===== config.mk =====
export PLATFORM = sky130hd
export DESIGN_NAME = hazard_ctrl
export DESIGN_NICKNAME = d
export VERILOG_FILES = /design/src/rtl/hazard_pkg.sv /design/src/rtl/load_use_detect.sv /design/src/rtl/hazard_ctrl.sv
export SDC_FILE = /design/constraint.sdc
export NUM_CORES = 1
export LEC_CHECK = 0
export ABC_AREA = 1
export CORE_UTILIZATION = 43
export CTS_BUF_LIST = sky130_fd_sc_hd__clkbuf_4
export DETAILED_ROUTE_END_ITERATION = 12
export HOLD_SLACK_MARGIN = 0.05
export PLACE_DENSITY = 0.74
export SKIP_LAST_GASP = 1
export SYNTH_ARGS = -nofsm -noshare
export SYNTH_HDL_FRONTEND = slang
export SYNTH_SLANG_ARGS = --single-unit

===== constraint.sdc =====
create_clock -name clk -period 2.1 [get_ports clk]
set_clock_uncertainty 0.2 [all_clocks]
set_input_delay 0.42 -clock clk [delete_from_list [all_inputs] [get_ports clk]]
set_output_delay 0.42 -clock clk [all_outputs]
set_load 0.01 [all_outputs]

===== src/rtl/hazard_pkg.sv =====
// hazard_pkg
// Shared types and constants for the pipeline hazard controller.
//   state_t    : controller states (RUN, LOAD_STALL, BR_FLUSH, MEM_WAIT)
//   ZERO_REG   : register x0, never a real data dependency
//   CNT_LOAD_W : width of the stall/flush down-counter
package hazard_pkg;

    typedef enum logic [1:0] {
        RUN        = 2'd0,
        LOAD_STALL = 2'd1,
        BR_FLUSH   = 2'd2,
        MEM_WAIT   = 2'd3
    } state_t;

    localparam logic [4:0] ZERO_REG   = 5'd0;
    localparam int         CNT_LOAD_W = 3;

endpackage


===== src/rtl/load_use_detect.sv =====
// load_use_detect
// Purely combinational load-use hazard compare. Flags when the load sitting
// in ID/EX writes a register that the instruction in IF/ID reads.
// Ports:
//   rs1, rs2  : source register fields of the IF/ID instruction
//   rd        : destination register of the ID/EX instruction
//   mem_read  : ID/EX instruction is a load
//   hit       : load-use dependency present
module load_use_detect
    import hazard_pkg::*;
(
    input  logic [4:0] rs1,
    input  logic [4:0] rs2,
    input  logic [4:0] rd,
    input  logic       mem_read,
    output logic       hit
);

    // x0 is hard-wired to zero, so a load targeting it never creates a dependency.
    assign hit = mem_read && (rd != ZERO_REG) && ((rd == rs1) || (rd == rs2));

endmodule


===== src/rtl/hazard_ctrl.sv =====
// hazard_ctrl
// Pipeline sequencing controller for the 5-stage core. Resolves load-use
// stalls, taken-branch flushes and data-memory waits under one FSM, with
// Mealy outputs valid in the same cycle as the hazard.
// Optional feature: define HAZARD_PERF_CNT_EN to add the saturating
// Stall_Count / Flush_Count performance counters and their ports.
// Ports:
//   clk, reset              : clock, synchronous active-high reset
//   IFID_RS1, IFID_RS2      : source fields of the IF/ID instruction
//   IDEX_RD, IDEX_MemRead   : destination and load flag of ID/EX
//   Branch_Taken            : taken branch/jump resolved in EX/MEM
//   Mem_Busy                : data memory not ready
//   PC_Write, IFID_Write    : PC and IF/ID load enables
//   IFID_Flush, IDEX_Bubble : IF/ID NOP insert, ID/EX control bubble
//   Pipe_Freeze             : hold ID/EX, EX/MEM and MEM/WB
//   Stall_Count, Flush_Count: performance counters (HAZARD_PERF_CNT_EN only)
module hazard_ctrl
    import hazard_pkg::*;
#(
    parameter int LOAD_LAT     = 1,
    parameter int FLUSH_CYCLES = 1,
    parameter int CNT_W        = 32
) (
    input  logic       clk,
    input  logic       reset,
    input  logic [4:0] IFID_RS1,
    input  logic [4:0] IFID_RS2,
    input  logic [4:0] IDEX_RD,
    input  logic       IDEX_MemRead,
    input  logic       Branch_Taken,
    input  logic       Mem_Busy,
    output logic       PC_Write,
    output logic       IFID_Write,
    output logic       IFID_Flush,
    output logic       IDEX_Bubble,
    output logic       Pipe_Freeze
`ifdef HAZARD_PERF_CNT_EN
    ,
    output logic [CNT_W-1:0] Stall_Count,
    output logic [CNT_W-1:0] Flush_Count
`endif
);

    localparam logic [CNT_LOAD_W-1:0] LOAD_INIT  = CNT_LOAD_W'(LOAD_LAT - 1);
    localparam logic [CNT_LOAD_W-1:0] FLUSH_INIT = CNT_LOAD_W'(FLUSH_CYCLES - 1);

    state_t                state;
    state_t                ret;
    state_t                cur_state;
    state_t                next_state;
    logic [CNT_LOAD_W-1:0] cnt;
    logic [CNT_LOAD_W-1:0] ret_cnt;
    logic [CNT_LOAD_W-1:0] cur_cnt;
    logic [CNT_LOAD_W-1:0] next_cnt;
    logic                  hit;

    load_use_detect u_detect (
        .rs1      (IFID_RS1),
        .rs2      (IFID_RS2),
        .rd       (IDEX_RD),
        .mem_read (IDEX_MemRead),
        .hit      (hit)
    );

    // When a memory wait ends, the saved state is restored and its rules
    // apply in that same cycle, so decode works on the "effective" state.
    always_comb begin
        cur_state = state;
        cur_cnt   = cnt;
        if (state == MEM_WAIT && !Mem_Busy) begin
            cur_state = ret;
            cur_cnt   = ret_cnt;
        end
    end

    // Output and next-state decode. Priority: reset, memory wait, taken
    // branch (also abandons a load stall or restarts a flush), then the
    // per-state stall/flush rules.
    always_comb begin
        PC_Write    = 1'b1;
        IFID_Write  = 1'b1;
        IFID_Flush  = 1'b0;
        IDEX_Bubble = 1'b0;
        Pipe_Freeze = 1'b0;
        next_state  = cur_state;
        next_cnt    = cur_cnt;

        if (reset) begin
            PC_Write    = 1'b0;
            IFID_Write  = 1'b0;
            IFID_Flush  = 1'b1;
            IDEX_Bubble = 1'b1;
            next_state  = RUN;
            next_cnt    = '0;
        end else if (Mem_Busy) begin
            PC_Write    = 1'b0;
            IFID_Write  = 1'b0;
            Pipe_Freeze = 1'b1;
            next_state  = MEM_WAIT;
            next_cnt    = cnt;
        end else if (Branch_Taken) begin
            IFID_Flush  = 1'b1;
            IDEX_Bubble = 1'b1;
            if (FLUSH_CYCLES > 1) begin
                next_state = BR_FLUSH;
                next_cnt   = FLUSH_INIT;
            end else begin
                next_state = RUN;
                next_cnt   = '0;
            end
        end else begin
            case (cur_state)
                RUN: begin
                    if (hit) begin
                        PC_Write    = 1'b0;
                        IFID_Write  = 1'b0;
                        IDEX_Bubble = 1'b1;
                        if (LOAD_LAT > 1) begin
                            next_state = LOAD_STALL;
                            next_cnt   = LOAD_INIT;
                        end
                    end
                end
                LOAD_STALL: begin
                    PC_Write    = 1'b0;
                    IFID_Write  = 1'b0;
                    IDEX_Bubble = 1'b1;
                    if (cur_cnt == CNT_LOAD_W'(1)) begin
                        next_state = RUN;
                        next_cnt   = '0;
                    end else begin
                        next_cnt = cur_cnt - CNT_LOAD_W'(1);
                    end
                end
                BR_FLUSH: begin
                    IFID_Flush  = 1'b1;
                    IDEX_Bubble = 1'b1;
                    if (cur_cnt == CNT_LOAD_W'(1)) begin
                        next_state = RUN;
                        next_cnt   = '0;
                    end else begin
                        next_cnt = cur_cnt - CNT_LOAD_W'(1);
                    end
                end
                default: begin
                    next_state = RUN;
                    next_cnt   = '0;
                end
            endcase
        end
    end

    // State registers. The return state is captured only on entry to
    // MEM_WAIT so a long wait keeps the state that was interrupted.
    always_ff @(posedge clk) begin
        if (reset) begin
            state   <= RUN;
            cnt     <= '0;
            ret     <= RUN;
            ret_cnt <= '0;
        end else begin
            state <= next_state;
            cnt   <= next_cnt;
            if (Mem_Busy && state != MEM_WAIT) begin
                ret     <= state;
                ret_cnt <= cnt;
            end
        end
    end

`ifdef HAZARD_PERF_CNT_EN
    // Saturating performance counters: stalled cycles (PC held) and flush cycles.
    always_ff @(posedge clk) begin
        if (reset) begin
            Stall_Count <= '0;
            Flush_Count <= '0;
        end else begin
            if (!PC_Write && Stall_Count != {CNT_W{1'b1}}) begin
                Stall_Count <= Stall_Count + CNT_W'(1);
            end
            if (IFID_Flush && Flush_Count != {CNT_W{1'b1}}) begin
                Flush_Count <= Flush_Count + CNT_W'(1);
            end
        end
    end
`endif

endmodule

# [After elaboration in Yosys (flattened, before gate mapping)]
# Index checks and enable logic that the tools add are counted.
[totals] latchBits=0 memories=0 input_bits=20 wordCells=46 ramBits=0 regBits=10 out_inout_bits=5 rom_bits=0
[op_classes] n_eq_ne=7 n_mux=25 n_addsub=1 n_reduce_logical=9 mul=0 n_div=0 shift=0 n_bitwise=0 magnitude_cmp=0
[ops] operator="1-bit 2-to-1 mux" count=14
[ops] operator="5-bit equality test" count=2
[ops] operator="3-bit 2-to-1 mux" count=3
[ops] operator="2-bit 2-to-1 mux" count=4
[ops] operator="3-bit one-hot mux with 2 select lines" count=1
[ops] operator="5-bit nonzero test" count=1
[ops] operator="2-bit equality test (second input constant)" count=2
[ops] operator="1-bit logical AND" count=4
[ops] operator="1-bit one-hot mux with 2 select lines" count=2
[ops] operator="2-bit one-hot mux with 2 select lines" count=1
[ops] operator="3-bit by 1-bit equality test with 1-bit output (second input constant)" count=1
[ops] operator="3-bit by 1-bit subtractor with 3-bit output (second input constant)" count=1
[ops] operator="2-bit by 1-bit equality test with 1-bit output (second input constant)" count=1
[ops] operator="2-bit zero test" count=1
[ops] operator="2-bit inequality test (second input constant)" count=1
[ops] operator="2-bit OR reduction" count=1
[ops] operator="1-bit zero test" count=1
[ops] operator="1-bit logical OR" count=1

# [Longest topological paths before layout]
# Gate-level depths: netlist (run 1).
[depth] word_depth=9 depth_mapped=13 mapped_depth_nobuf=13

# [Modules after synthesis]
# From an unflattened synthesis (run 1), not the netlist that was laid out.
[hier_totals] cells_unflattened=138 hier_area_um2=820.8
[modules_own_cells] module="hazard_ctrl" cells_per_inst=93 area_each_um2=625.6 seq_area_each_um2=200.2 instances=1
[modules_own_cells] module="load_use_detect" cells_per_inst=45 area_each_um2=195.2 seq_area_each_um2=0.0 instances=1

# [Worst setup path after synthesis (run 1)]
# Ideal clock, no wire load.
[synth_timing] path_type="register to output" startpoint="register state[1]" endpoint="output port PC_Write" t_required_ps=1480 t_arrival_ps=1690 n_path_buf=1 path_stages_with_launch=12 path_slack_ps=-210 path_cell_list="dfxtp_1 > nand2_1 > nor2_4 > a21oi_1 > inv_1 > ha_1 > nand3_1 > clkinv_1 > nand2_1 > nand2_1 > a21oi_1 > buf_4"
[synth_between] elab_chain_cells=8 elab_cells_between_ends=9 classes_between="2 x eq/ne; 5 x mux; 2 x reduce/logical"
[synth_rtl] item="start, declared" line_no="hazard_ctrl.sv:47" text="state_t state;"
[synth_rtl] item="start signal, assigned" line_no="hazard_ctrl.sv:162" text="state <= next_state;"
[synth_rtl] item="2-bit equality test" line_no="hazard_ctrl.sv:70" text="if (state == MEM_WAIT && !Mem_Busy) begin"
[synth_rtl] item="1-bit logical AND" line_no="hazard_ctrl.sv:70"
[synth_rtl] item="2-bit 2-to-1 mux *" line_no="hazard_ctrl.sv:70"
[synth_rtl] item="2-bit by 1-bit equality test with 1-bit output or 2-bit zero test (tied branches)"
[synth_rtl] item="1-bit one-hot mux with 2 select lines *"
[synth_rtl] item="1-bit 2-to-1 mux * (3 in a row)"
[synth_rtl] item="end, declared" line_no="hazard_ctrl.sv:32" text="output logic PC_Write,"
# Mark *: on every way between the ends. The rest lies on a longest branch, timed or not.

# [Final worst setup path (run 1)]
[layout_timing] startpoint="register state[1]" endpoint="output port IDEX_Bubble"
[layout_between] elab_chain_cells=9 elab_cells_between_ends=11 classes_between="3 x eq/ne; 5 x mux; 3 x reduce/logical"
[layout_rtl] item="2-bit equality test" line_no="hazard_ctrl.sv:70"
[layout_rtl] item="1-bit logical AND" line_no="hazard_ctrl.sv:70"
[layout_rtl] item="2-bit 2-to-1 mux *" line_no="hazard_ctrl.sv:70"
[layout_rtl] item="2-bit equality test or 2-bit by 1-bit equality test with 1-bit output (tied branches)" line_no="hazard_ctrl.sv:112" text="case (cur_state)"
[layout_rtl] item="2-bit OR reduction (no line)"
[layout_rtl] item="1-bit one-hot mux with 2 select lines *" line_no="hazard_ctrl.sv:112"
[layout_rtl] item="1-bit 2-to-1 mux *" line_no="hazard_ctrl.sv:101" text="end else if (Branch_Taken) begin"
[layout_rtl] item="1-bit 2-to-1 mux *" line_no="hazard_ctrl.sv:95" text="end else if (Mem_Busy) begin"
[layout_rtl] item="1-bit 2-to-1 mux *" line_no="hazard_ctrl.sv:88" text="if (reset) begin"
[layout_rtl] item="end, declared" line_no="hazard_ctrl.sv:35" text="output logic IDEX_Bubble,"
# Marks and branches as above.

==> results.py, run 1 <==
metrics = {
    "clock_tree": {
        "cts_buffer_depth": 2,
        "tritoncts.num_buffers": 3,
        "htreeDepth": 1,
        "clkLatencyLatePin_ps": 290,
        "cts-root-buf": "sky130_fd_sc_hd__clkbuf_4",
        "cts_sinks": 10,
        "path_clk_slew_ps": 70,
        "cts_tree": "done",
        "cts-hold-fix-buffers": 0,
    },
    "power": {
        "cellLeakagePower_nw": 0.722,
        "power.density_cell_area_nw_per_um2": 446,
        "max-vdd-ir-drop_mv": 0.382,
        "share_seq_of_total_power_pct": 35.0,
        "p_int_w": 0.000392,
        "power_switching_share_pct": 35.2,
        "power.clock.fraction_pct": 24.9,
        "power_frac_comb_pct": 40.2,
        "switchingPower_w": 0.000213,
        "report.power.total_w": 0.000605,
    },
    "synth": {
        "synth_seq_cells": 10,
        "synth_area_sq_um": 833,
        "synth.yosys.warnings": 0,
        "netlist_instances": 143,
        "synthesis.area_per_instance_sq_um": 5.83,
        "synthDistinctLibCells": 24,
        "syn-num-nets": 169,
        "synth_sequential_area_ratio_pct": 24.0,
    },
    "die": {
        "core_area_sq_um": 1760,
        "dieWidth_um": 46.0,
        "chipHeight_um": 46.0,
        "placement_rows": 15,
        "design.portCount": 25,
        "floorplan.die_area_sq_um": 2120,
        "floorplan.initialDensity_pct": 47.2,
    },
    "finish": {
        "drive_gt1_share_pct": 32.5,
        "design_area_sq_um": 1360,
        "filler_cell_count": 148,
        "area_growth_syn_to_layout_pct": 62.8,
        "sequential_cell_area_sq_um": 203,
        "fin_nets": 218,
        "n_antenna_cell": 0,
        "multi_input_comb_area_sq_um": 606,
        "utilization_pct": 76.9,
    },
    "routing": {
        "drt-total-wl_mm": 2.54,
        "via_total_after_detailed_routing": 1042,
        "routedWlPerCell_um": 11.8,
        "drt-vias-per-instance": 4.82,
        "drt-pass1-iter-count": 6,
        "detail_route.drc_violations": 0,
        "route.antenna.remaining_nets": 0,
        "detailedRoute.firstIterationViolations": 35,
    },
    "timing": {
        "max_slew_margin_pct": 78.9,
        "final.period_utilization_pct": 115,
        "finalSetupViolations": 4,
        "final-hold-violation-count": 0,
        "final.setup.tns_ps": -986,
        "timing.final.max_slew_violations": 0,
        "achievable-frequency_mhz": 415,
        "finalWorstSetupSlack_ps": -311,
        "worst_slew_pin_slew_ps": 314,
        "timing.final.crit_period_ps": 2410,
        "rsz_0062_raised_after_global_routing": "yes",
    },
    "setup_path": {
        "setup.worst_path.class": "flop to output pin",
        "ff2ff_setup_slack_ps": 160,
        "worstSetupEndpointType": "output pin",
        "setup.worst_path.end": "IDEX_Bubble",
        "rr_startpoint": "state[1]",
        "worst_ep_arrival_time_ps": 1790,
        "ff2ff_path_depth": 10,
        "cp_required_ps": 1480,
        "worst-path-max-fanout": 3,
        "startpoint_type": "flop",
        "timing.rr.end": "state[0]",
        "critPathLaunch": "state[1]",
    },
    "global_route": {
        "antenna_found_initial": 0,
        "grt_overflow": 0,
        "grt_max_degree": 7,
        "grt_util_all_layers_pct": 27.2,
        "grt_pass1_vias": 980,
        "grt_pass1_wl_mm": 3.91,
    },
    "outcome": {
        "run_status": "finished, violations left",
        "failed_checks": "setup timing",
    },
    "place": {
        "post-dp-hpwl_mm": 1.76,
        "gpl.final_weighted_congestion": 0.818,
        "placement.setup.worst_slack_ps": -917,
        "portBuffers": 24,
        "placed_cell_area_sq_um": 1250,
    },
    "job": {
        "max_cap_violations": 0,
    },
    "worst_hold_path": {
        "min_path_type": "flop to flop",
        "worstHoldStart": "cnt[1]",
    },
}
-- power by group through the flow --
stage / sequential [W] / combinational, W / clock, W
finish: 0.000212 / 0.000243 / 0.000151
global route: 0.000212 / 0.000270 / 0.000162
CTS: 0.000211 / 0.000227 / 0.000150
detailed placement: 0.000215 / 0.000217 / 0
global placement: 0.000214 / 0.000211 / 0
floorplan: 0.000213 / 0.000111 / 0
-- metal layers --
layer / GRT usage (%) / wire (um) / vias to the layer above / share of wire [%]
met5: 0 / 0 / - / 0
met4: 19.4 / 82 / 0 / 3.2
met3: 7.14 / 152 / 12 / 6.0
met2: 44.5 / 1270 / 30 / 50
met1: 30.0 / 1040 / 466 / 41
li1: - / - / 534 / -
-- sequential cells by signal, indices dropped and copies added (netlist names) --
| register | flops |
|---|---|
| cnt | 3 |
| ret_cnt | 3 |
| ret | 2 |
| state | 2 |
-- worst max-delay path: stages, from the launching register on --
cell and delay [ps]:
sky130_fd_sc_hd__dfxtp_2 340, sky130_fd_sc_hd__nand2_2 80, sky130_fd_sc_hd__nor2_4 120, sky130_fd_sc_hd__inv_2 70
sky130_fd_sc_hd__o21ai_4 190, sky130_fd_sc_hd__inv_2 90, sky130_fd_sc_hd__ha_4 270, sky130_fd_sc_hd__inv_2 30
sky130_fd_sc_hd__nand2_1 80, sky130_fd_sc_hd__nand2_1 70, sky130_fd_sc_hd__nand2_1 50, sky130_fd_sc_hd__buf_2 120
-- cell usage in the layout (no fill, tap or decap), types with 2 or more instances in the layout --
| master | n |
|---|---|
| sky130_fd_sc_hd__a211oi_1 | 2 |
| sky130_fd_sc_hd__a21oi_2 | 2 |
| sky130_fd_sc_hd__buf_2 | 4 |
| sky130_fd_sc_hd__buf_4 | 21 |
| sky130_fd_sc_hd__clkbuf_4 | 3 |
| sky130_fd_sc_hd__clkdlybuf4s50_1 | 12 |
| sky130_fd_sc_hd__dfxtp_1 | 8 |
| sky130_fd_sc_hd__dfxtp_2 | 2 |
| sky130_fd_sc_hd__dlygate4sd2_1 | 7 |
| sky130_fd_sc_hd__ha_1 | 3 |
| sky130_fd_sc_hd__ha_4 | 3 |
| sky130_fd_sc_hd__inv_1 | 15 |
| sky130_fd_sc_hd__inv_2 | 13 |
| sky130_fd_sc_hd__nand2_1 | 45 |
| sky130_fd_sc_hd__nand2_2 | 6 |
| sky130_fd_sc_hd__nand3_1 | 7 |
| sky130_fd_sc_hd__nor2_1 | 15 |
| sky130_fd_sc_hd__o21ai_1 | 4 |
| sky130_fd_sc_hd__o21ai_2 | 2 |
| sky130_fd_sc_hd__xnor2_1 | 2 |
-- metrics by stage --
step	hold WS (ps)	instances
finish	271	216
global route	306	216
CTS	272	216
detailed placement	259	208
global placement	263	208
floorplan	243	143
-- cell families (layout without fill, tap and decap cells) --
family,after synthesis,after routing,synth area share [%]
AND/OR/NAND/NOR,79,79,39.0
buffers and inverters,31,79,14.4
AO/OA/AOI/OAI,15,15,11.4
flip-flops,10,10,24.0
adder cells (fa/ha/maj),6,6,9.01
XOR/XNOR,2,2,2.10
-- cell usage after synthesis, drive strengths merged --
cell type	number	area [sq um]
nand2	51	194
inv	28	105
nor2	16	67.6
dfxtp	10	200
nand3	8	40.0
o21ai	7	38.8
ha	6	75.1
a21oi	3	15.0
a211oi	2	15.0
xnor2	2	17.5
a221oi	1	8.76
buf	1	7.51
clkbuf	1	3.75
clkinv	1	3.75
nand4	1	6.26
nor3	1	5.00
nor4	1	6.26
o211a	1	10.0
o211ai	1	7.51
or2	1	6.26
-- repair_timing --
| item | CTS | global route |
|---|---|---|
| setup endpoints to repair | 10 | 7 |
| pin swaps | 9 | 3 |
| setup buffers | 4 | 0 |
| resized for setup | 35 | 7 |
-- worst min-delay path by stage --
| stage | to | slack (ps) | depth (start not counted) |
|---|---|---|---|
| final | ret_cnt[1] | 270 | 2 |
| after global placement | cnt[1] | 260 | 2 |
| after global routing | ret_cnt[1] | 310 | 2 |
| after detailed placement | ret_cnt[1] | 260 | 2 |
| after floorplan | cnt[1] | 240 | 2 |
| after CTS | ret_cnt[1] | 270 | 2 |
-- area by class of cell --
type	count	area share [%]
Tap cell	25	2.31
Timing Repair Buffer	46	28.0
Clock buffer	3	1.66
Multi-Input combinational cell	102	44.6
Sequential cell	10	14.9
Clock inverter	1	0.277
Inverter	29	8.12
(Power assumes the default switching activity.)
==> run 2: changes to the inputs <==
MAX_ROUTING_LAYER = met4   (was unset)
==> run 2 against run 1 <==
  * The run still ends with setup timing left
  * First-iteration DRC count unchanged
  * Clock power about the same
  * Core utilization unchanged
  * Register-to-register slack about the same
  * Power about the same
  * Wire length up 0.43%
  * Global-route usage up 0.71 points
  * Critical path depth unchanged
  * Sequential power about the same
  * Cell count unchanged
==> results.py, run 2 (same netlist as run 1, synthesis figures left out) <==
metrics = {
    "power": {
        "cellLeakagePower_nw": 0.722,
        "max-vdd-ir-drop_mv": 0.381,
        "power.density_cell_area_nw_per_um2": 446,
    },
    "setup_path": {
        "worstSetupEndpointType": "output pin",
        "cp_slowest_stage_delay_ps": 350,
        "ff2ff_path_depth": 10,
        "cp_required_ps": 1480,
        "timing.rr.end": "state[0]",
        "startpoint_type": "flop",
        "worst_ep_arrival_time_ps": 1790,
        "worst-path-max-fanout": 3,
        "critical_path_buffer_and_inverter_count": 4,
        "crit_path_cell_trace": "nand2_2 -> nor2_4 -> inv_2 -> o21ai_4 -> inv_2 -> ha_4 -> inv_2 -> nand2_1 -> nand2_1 -> nand2_1 -> buf_2",
        "rr_startpoint": "state[1]",
        "ff2ff_setup_slack_ps": 150,
        "cell_type_group_with_the_largest_total_delay_on_the_critical_path": "simple AND/OR/NAND/NOR gates",
        "setup.worst_path.class": "flop to output pin",
        "worst_path_max_delay_cell": "sky130_fd_sc_hd__dfxtp_2",
    },
    "routing": {
        "via_total_after_detailed_routing": 1045,
        "detail_route.drc_violations": 0,
        "route.antenna.remaining_nets": 0,
        "drt-pass1-iter-count": 6,
        "drt-vias-per-instance": 4.84,
        "detailedRoute.firstIterationViolations": 35,
        "routedWlPerCell_um": 11.8,
        "drt-total-wl_mm": 2.55,
    },
    "die": {
        "dieWidth_um": 46.0,
        "chipHeight_um": 46.0,
        "floorplan.die_area_sq_um": 2120,
        "core_area_sq_um": 1760,
        "design.portCount": 25,
        "floorplan.initialDensity_pct": 47.2,
        "placement_rows": 15,
    },
    "timing": {
        "final-hold-violation-count": 0,
        "worst_slew_pin_slew_ps": 315,
        "finalWorstSetupSlack_ps": -314,
        "final.period_utilization_pct": 115,
        "timing.final.crit_period_ps": 2410,
        "achievable-frequency_mhz": 414,
        "rsz_0062_raised_after_global_routing": "yes",
        "max_slew_margin_pct": 78.8,
        "finalSetupViolations": 4,
        "timing.final.max_slew_violations": 0,
        "final.hold.worst_slack_ps": 270,
    },
    "finish": {
        "drive_gt1_share_pct": 32.5,
        "utilization_pct": 76.9,
        "area_growth_syn_to_layout_pct": 62.8,
        "most_frequent_cells_in_the_layout": "sky130_fd_sc_hd__nand2_1, sky130_fd_sc_hd__buf_4, sky130_fd_sc_hd__inv_1, sky130_fd_sc_hd__nor2_1, sky130_fd_sc_hd__inv_2",
        "fin_nets": 218,
        "reg.largest.list": "cnt: 3 flops, ret_cnt: 3 flops",
        "layout.cells.non_filler": 216,
        "layout.cells.most_common": "sky130_fd_sc_hd__nand2_1",
        "n_antenna_cell": 0,
        "filler_cell_count": 148,
    },
    "place": {
        "numPlacedInstances": 208,
        "portBuffers": 24,
        "post-dp-hpwl_mm": 1.76,
        "placement.setup.worst_slack_ps": -917,
        "gpl.final_weighted_congestion": 0.830,
    },
    "outcome": {
        "run_status": "finished, violations left",
        "failed_checks": "setup timing",
    },
    "job": {
        "max_cap_violations": 0,
    },
    "worst_hold_path": {
        "min_path_cells": 2,
        "min_path_type": "flop to flop",
        "worstHoldStart": "cnt[1]",
        "min_delay_worst_endpoint": "ret_cnt[1]",
    },
    "global_route": {
        "grt_pass1_wl_mm": 3.90,
        "grt_overflow": 0,
        "grt_max_degree": 7,
        "grt_util_all_layers_pct": 27.9,
        "grt_pass1_vias": 984,
        "antenna_found_initial": 0,
    },
    "clock_tree": {
        "cts_buffer_depth": 2,
        "path_clk_slew_ps": 70,
        "cts-hold-fix-buffers": 0,
        "cts-root-buf": "sky130_fd_sc_hd__clkbuf_4",
        "clkLatencyLatePin_ps": 290,
        "cts_tree": "done",
        "htreeDepth": 1,
        "cts_sinks": 10,
        "tritoncts.num_buffers": 3,
    },
}
==> run 2: cell counts in the layout (fill, tap and decap cells not counted) <==
Identical to the previous run, type by type.
==> run 2: cell type report <==
class	count	area, sq um	area share (%)
clock buffers	3	22.5	1.66
clock inverters	1	3.75	0.277
inverters	29	110	8.12
multi-input cells	102	606	44.6
flip-flops and latches	10	203	14.9
well taps	25	31.3	2.31
repair buffers	46	380	28.0
==> run 2: layer usage <==
| layer | GRT usage, % | vias to the layer above | wire length (um) |
|---|---|---|---|
| met5 | - | - | 0 |
| met3 | 7.14 | 12 | 145 |
| met1 | 29.8 | 467 | 1050 |
| met4 | 19.4 | 0 | 82 |
| li1 | - | 534 | - |
| met2 | 44.5 | 32 | 1270 |
==> run 2: power breakdown <==
part	switching [W]	internal (W)	leakage [nW]
clock network	0.0000813	0.0000692	0.0154
registers	0.00000848	0.000203	0.0828
logic	0.000123	0.000120	0.624
total	0.000213	0.000392	0.722
==> run 2: repair_timing <==
item,4_1_cts,5_1_grt
buffers inserted,4,0
pin swaps,9,3
setup endpoints to repair,10,7
resized for setup,35,7
hold endpoints to repair,0,0
==> run 2: worst register-to-register path: stages, from the launching register on <==
cell and delay, ps:
sky130_fd_sc_hd__dfxtp_2 350, sky130_fd_sc_hd__nand2_2 80, sky130_fd_sc_hd__nor2_4 120, sky130_fd_sc_hd__inv_2 70, sky130_fd_sc_hd__o21ai_4 190, sky130_fd_sc_hd__inv_2 90
sky130_fd_sc_hd__ha_4 170, sky130_fd_sc_hd__buf_4 140, sky130_fd_sc_hd__nor3_1 310, sky130_fd_sc_hd__nand3_1 120, sky130_fd_sc_hd__nand2_1 70
==> run 2: stage by stage <==
| step | cell area (sq um) | total power [W] | TNS, ps |
|---|---|---|---|
| after detailed placement | 1250 | 0.000432 | -5760 |
| after global placement | 1250 | 0.000425 | -5310 |
| final | 1360 | 0.000605 | -1000 |
| after global routing | 1360 | 0.000644 | -1310 |
| after CTS | 1320 | 0.000587 | -675 |
| after floorplan | 852 | 0.000324 | -37.1 |
==> run 2: worst max path at each step <==
stage / to / cells past startpoint / slack [ps] / startpoint
after floorplan: PC_Write / 10 / -40 / state[1]
after global placement: PC_Write / 11 / -880 / Mem_Busy
after detailed placement: IDEX_Bubble / 12 / -920 / Mem_Busy
after CTS: IDEX_Bubble / 11 / -200 / state[1]
after global routing: IDEX_Bubble / 12 / -390 / state[1]
final: IDEX_Bubble / 11 / -310 / state[1]
==> run 3: changes to the inputs <==
RECOVER_POWER = 50   (was unset)
==> run 3 against run 2 <==
  * The run still ends with setup timing left
  * Sequential share of layout area did not move
  * Clock power barely moved
  * First-iteration DRC count fell by 2.9%
  * Critical endpoint unchanged
==> results.py, run 3 (same netlist as run 1, synthesis figures left out) <==
metrics = {
    "timing": {
        "final-hold-violation-count": 0,
        "worst_slew_pin_slew_ps": 308,
        "finalSetupViolations": 4,
        "final.hold.worst_slack_ps": 270,
        "max_slew_margin_pct": 79.3,
        "final.period_utilization_pct": 115,
        "timing.final.max_slew_violations": 0,
        "final.setup.tns_ps": -975,
        "rsz_0062_raised_after_global_routing": "yes",
        "achievable-frequency_mhz": 415,
        "finalWorstSetupSlack_ps": -308,
        "timing.final.crit_period_ps": 2410,
    },
    "power": {
        "power.clock.fraction_pct": 24.9,
        "max-vdd-ir-drop_mv": 0.381,
        "p_int_w": 0.000392,
        "cellLeakagePower_nw": 0.722,
        "power_switching_share_pct": 35.2,
        "share_seq_of_total_power_pct": 35.0,
        "power_frac_comb_pct": 40.1,
        "power.density_cell_area_nw_per_um2": 446,
        "switchingPower_w": 0.000212,
    },
    "finish": {
        "most_frequent_cells_in_the_layout": "sky130_fd_sc_hd__nand2_1, sky130_fd_sc_hd__buf_4, sky130_fd_sc_hd__inv_1, sky130_fd_sc_hd__nor2_1",
        "filler_cell_count": 148,
        "n_antenna_cell": 0,
        "drive_gt1_share_pct": 31.9,
        "multi_input_comb_area_sq_um": 606,
        "sequential_cell_area_sq_um": 203,
        "reg.largest.list": "cnt: 3 flops, ret_cnt: 3 flops",
        "design_area_sq_um": 1360,
        "layout.cells.most_common": "sky130_fd_sc_hd__nand2_1",
        "fin_nets": 218,
        "area_growth_syn_to_layout_pct": 62.8,
    },
    "clock_tree": {
        "cts-hold-fix-buffers": 0,
        "clkLatencyLatePin_ps": 290,
        "path_clk_slew_ps": 70,
        "cts-root-buf": "sky130_fd_sc_hd__clkbuf_4",
        "cts_tree": "done",
        "cts_sinks": 10,
        "tritoncts.num_buffers": 3,
        "cts_buffer_depth": 2,
        "htreeDepth": 1,
    },
    "routing": {
        "via_total_after_detailed_routing": 1033,
        "routedWlPerCell_um": 11.8,
        "drt-vias-per-instance": 4.78,
        "drt-total-wl_mm": 2.54,
        "route.antenna.remaining_nets": 0,
        "drt-pass1-iter-count": 6,
        "detailedRoute.firstIterationViolations": 34,
        "detail_route.drc_violations": 0,
    },
    "global_route": {
        "use_met3_pct": 7.14,
        "gr-usage-met1_pct": 29.8,
        "globalRoute.busiestLayer": "met2",
        "grt_pass1_vias": 984,
        "grt_pass1_wl_mm": 3.90,
        "grtUsageMet2_pct": 44.5,
        "antenna_found_initial": 0,
        "grt_util_all_layers_pct": 27.9,
        "grt_overflow": 0,
        "grt_max_degree": 7,
    },
    "place": {
        "placed_cell_area_sq_um": 1250,
        "portBuffers": 24,
        "post-dp-hpwl_mm": 1.76,
        "gpl.final_weighted_congestion": 0.830,
        "placement.setup.worst_slack_ps": -917,
    },
    "die": {
        "floorplan.initialDensity_pct": 47.2,
        "dieWidth_um": 46.0,
        "placement_rows": 15,
        "floorplan.die_area_sq_um": 2120,
        "core_area_sq_um": 1760,
        "chipHeight_um": 46.0,
        "design.portCount": 25,
    },
    "setup_path": {
        "ff2ff_setup_slack_ps": 170,
        "cp_required_ps": 1480,
        "worst_ep_arrival_time_ps": 1790,
        "worst-path-max-fanout": 3,
        "ff2ff_path_depth": 10,
        "critical_path_buffer_and_inverter_count": 4,
        "timing.rr.end": "state[0]",
        "setup.worst_path.class": "flop to output pin",
        "worstSetupEndpointType": "output pin",
        "cp_slowest_stage_delay_ps": 340,
        "startpoint_type": "flop",
        "crit_path_cell_trace": "nand2_2 -> nor2_4 -> inv_2 -> o21ai_4 -> inv_2 -> ha_4 -> inv_2 -> nand2_1 -> nand2_1 -> nand2_1 -> buf_2",
        "cell_type_group_with_the_largest_total_delay_on_the_critical_path": "simple AND/OR/NAND/NOR gates",
        "rr_startpoint": "state[1]",
        "worst_path_max_delay_cell": "sky130_fd_sc_hd__dfxtp_2",
    },
    "worst_hold_path": {
        "min_delay_worst_endpoint": "ret_cnt[1]",
        "min_path_type": "flop to flop",
        "min_path_cells": 2,
        "worstHoldStart": "cnt[1]",
    },
    "outcome": {
        "failed_checks": "setup timing",
        "run_status": "finished, violations left",
    },
    "job": {
        "max_cap_violations": 0,
    },
}
==> run 3: cell counts in the layout (fill, tap and decap cells not counted) <==
No cell type changed its count.
==> run 3: routing by layer <==
metal,up-vias,wire (um)
met4,0,82
met2,28,1260
met3,12,137
met1,459,1060
met5,-,0
li1,534,-
==> run 3: power groups by stage <==
stage                     Combinational (W)  Clock (W)  Sequential, W
after floorplan                    0.000111          0       0.000213
after global placement             0.000211          0       0.000214
after detailed placement           0.000217          0       0.000215
after CTS                          0.000227   0.000150       0.000211
after global routing               0.000269   0.000162       0.000212
final                              0.000243   0.000150       0.000212
==> run 3: worst max path at each step <==
stage                         from  depth (start not counted)          end
after floorplan           state[1]                         10     PC_Write
after global placement    Mem_Busy                         11     PC_Write
after detailed placement  Mem_Busy                         12  IDEX_Bubble
after CTS                 state[1]                         11  IDEX_Bubble
after global routing      state[1]                         12  IDEX_Bubble
final                     state[1]                         11  IDEX_Bubble
==> run 3: cell type report <==
class	instances	share of cell area (%)
Multi-Input combinational cell	102	44.6
Timing Repair Buffer	46	28.0
Sequential cell	10	14.9
Inverter	29	8.12
Tap cell	25	2.31
Clock buffer	3	1.66
Clock inverter	1	0.277
==> run 3: per-stage QoR <==
stage	total power, W	instances	util [%]
2_1_floorplan	0.000324	143	-
3_3_place_gp	0.000425	208	70.7
3_5_place_dp	0.000432	208	70.7
4_1_cts	0.000587	216	74.8
5_1_grt	0.000643	216	76.9
6_report	0.000604	216	76.9
==> run 3: repair_timing <==
action,CTS,global route
resized for setup,35,7
pin swaps,9,3
setup endpoints to repair,10,7
buffers inserted,4,0
==> run 3: worst min-delay path, cell delays in order, from the launching register on <==
cell,delay (ps)
sky130_fd_sc_hd__dfxtp_1,310
sky130_fd_sc_hd__inv_2,60
sky130_fd_sc_hd__a211oi_1,60
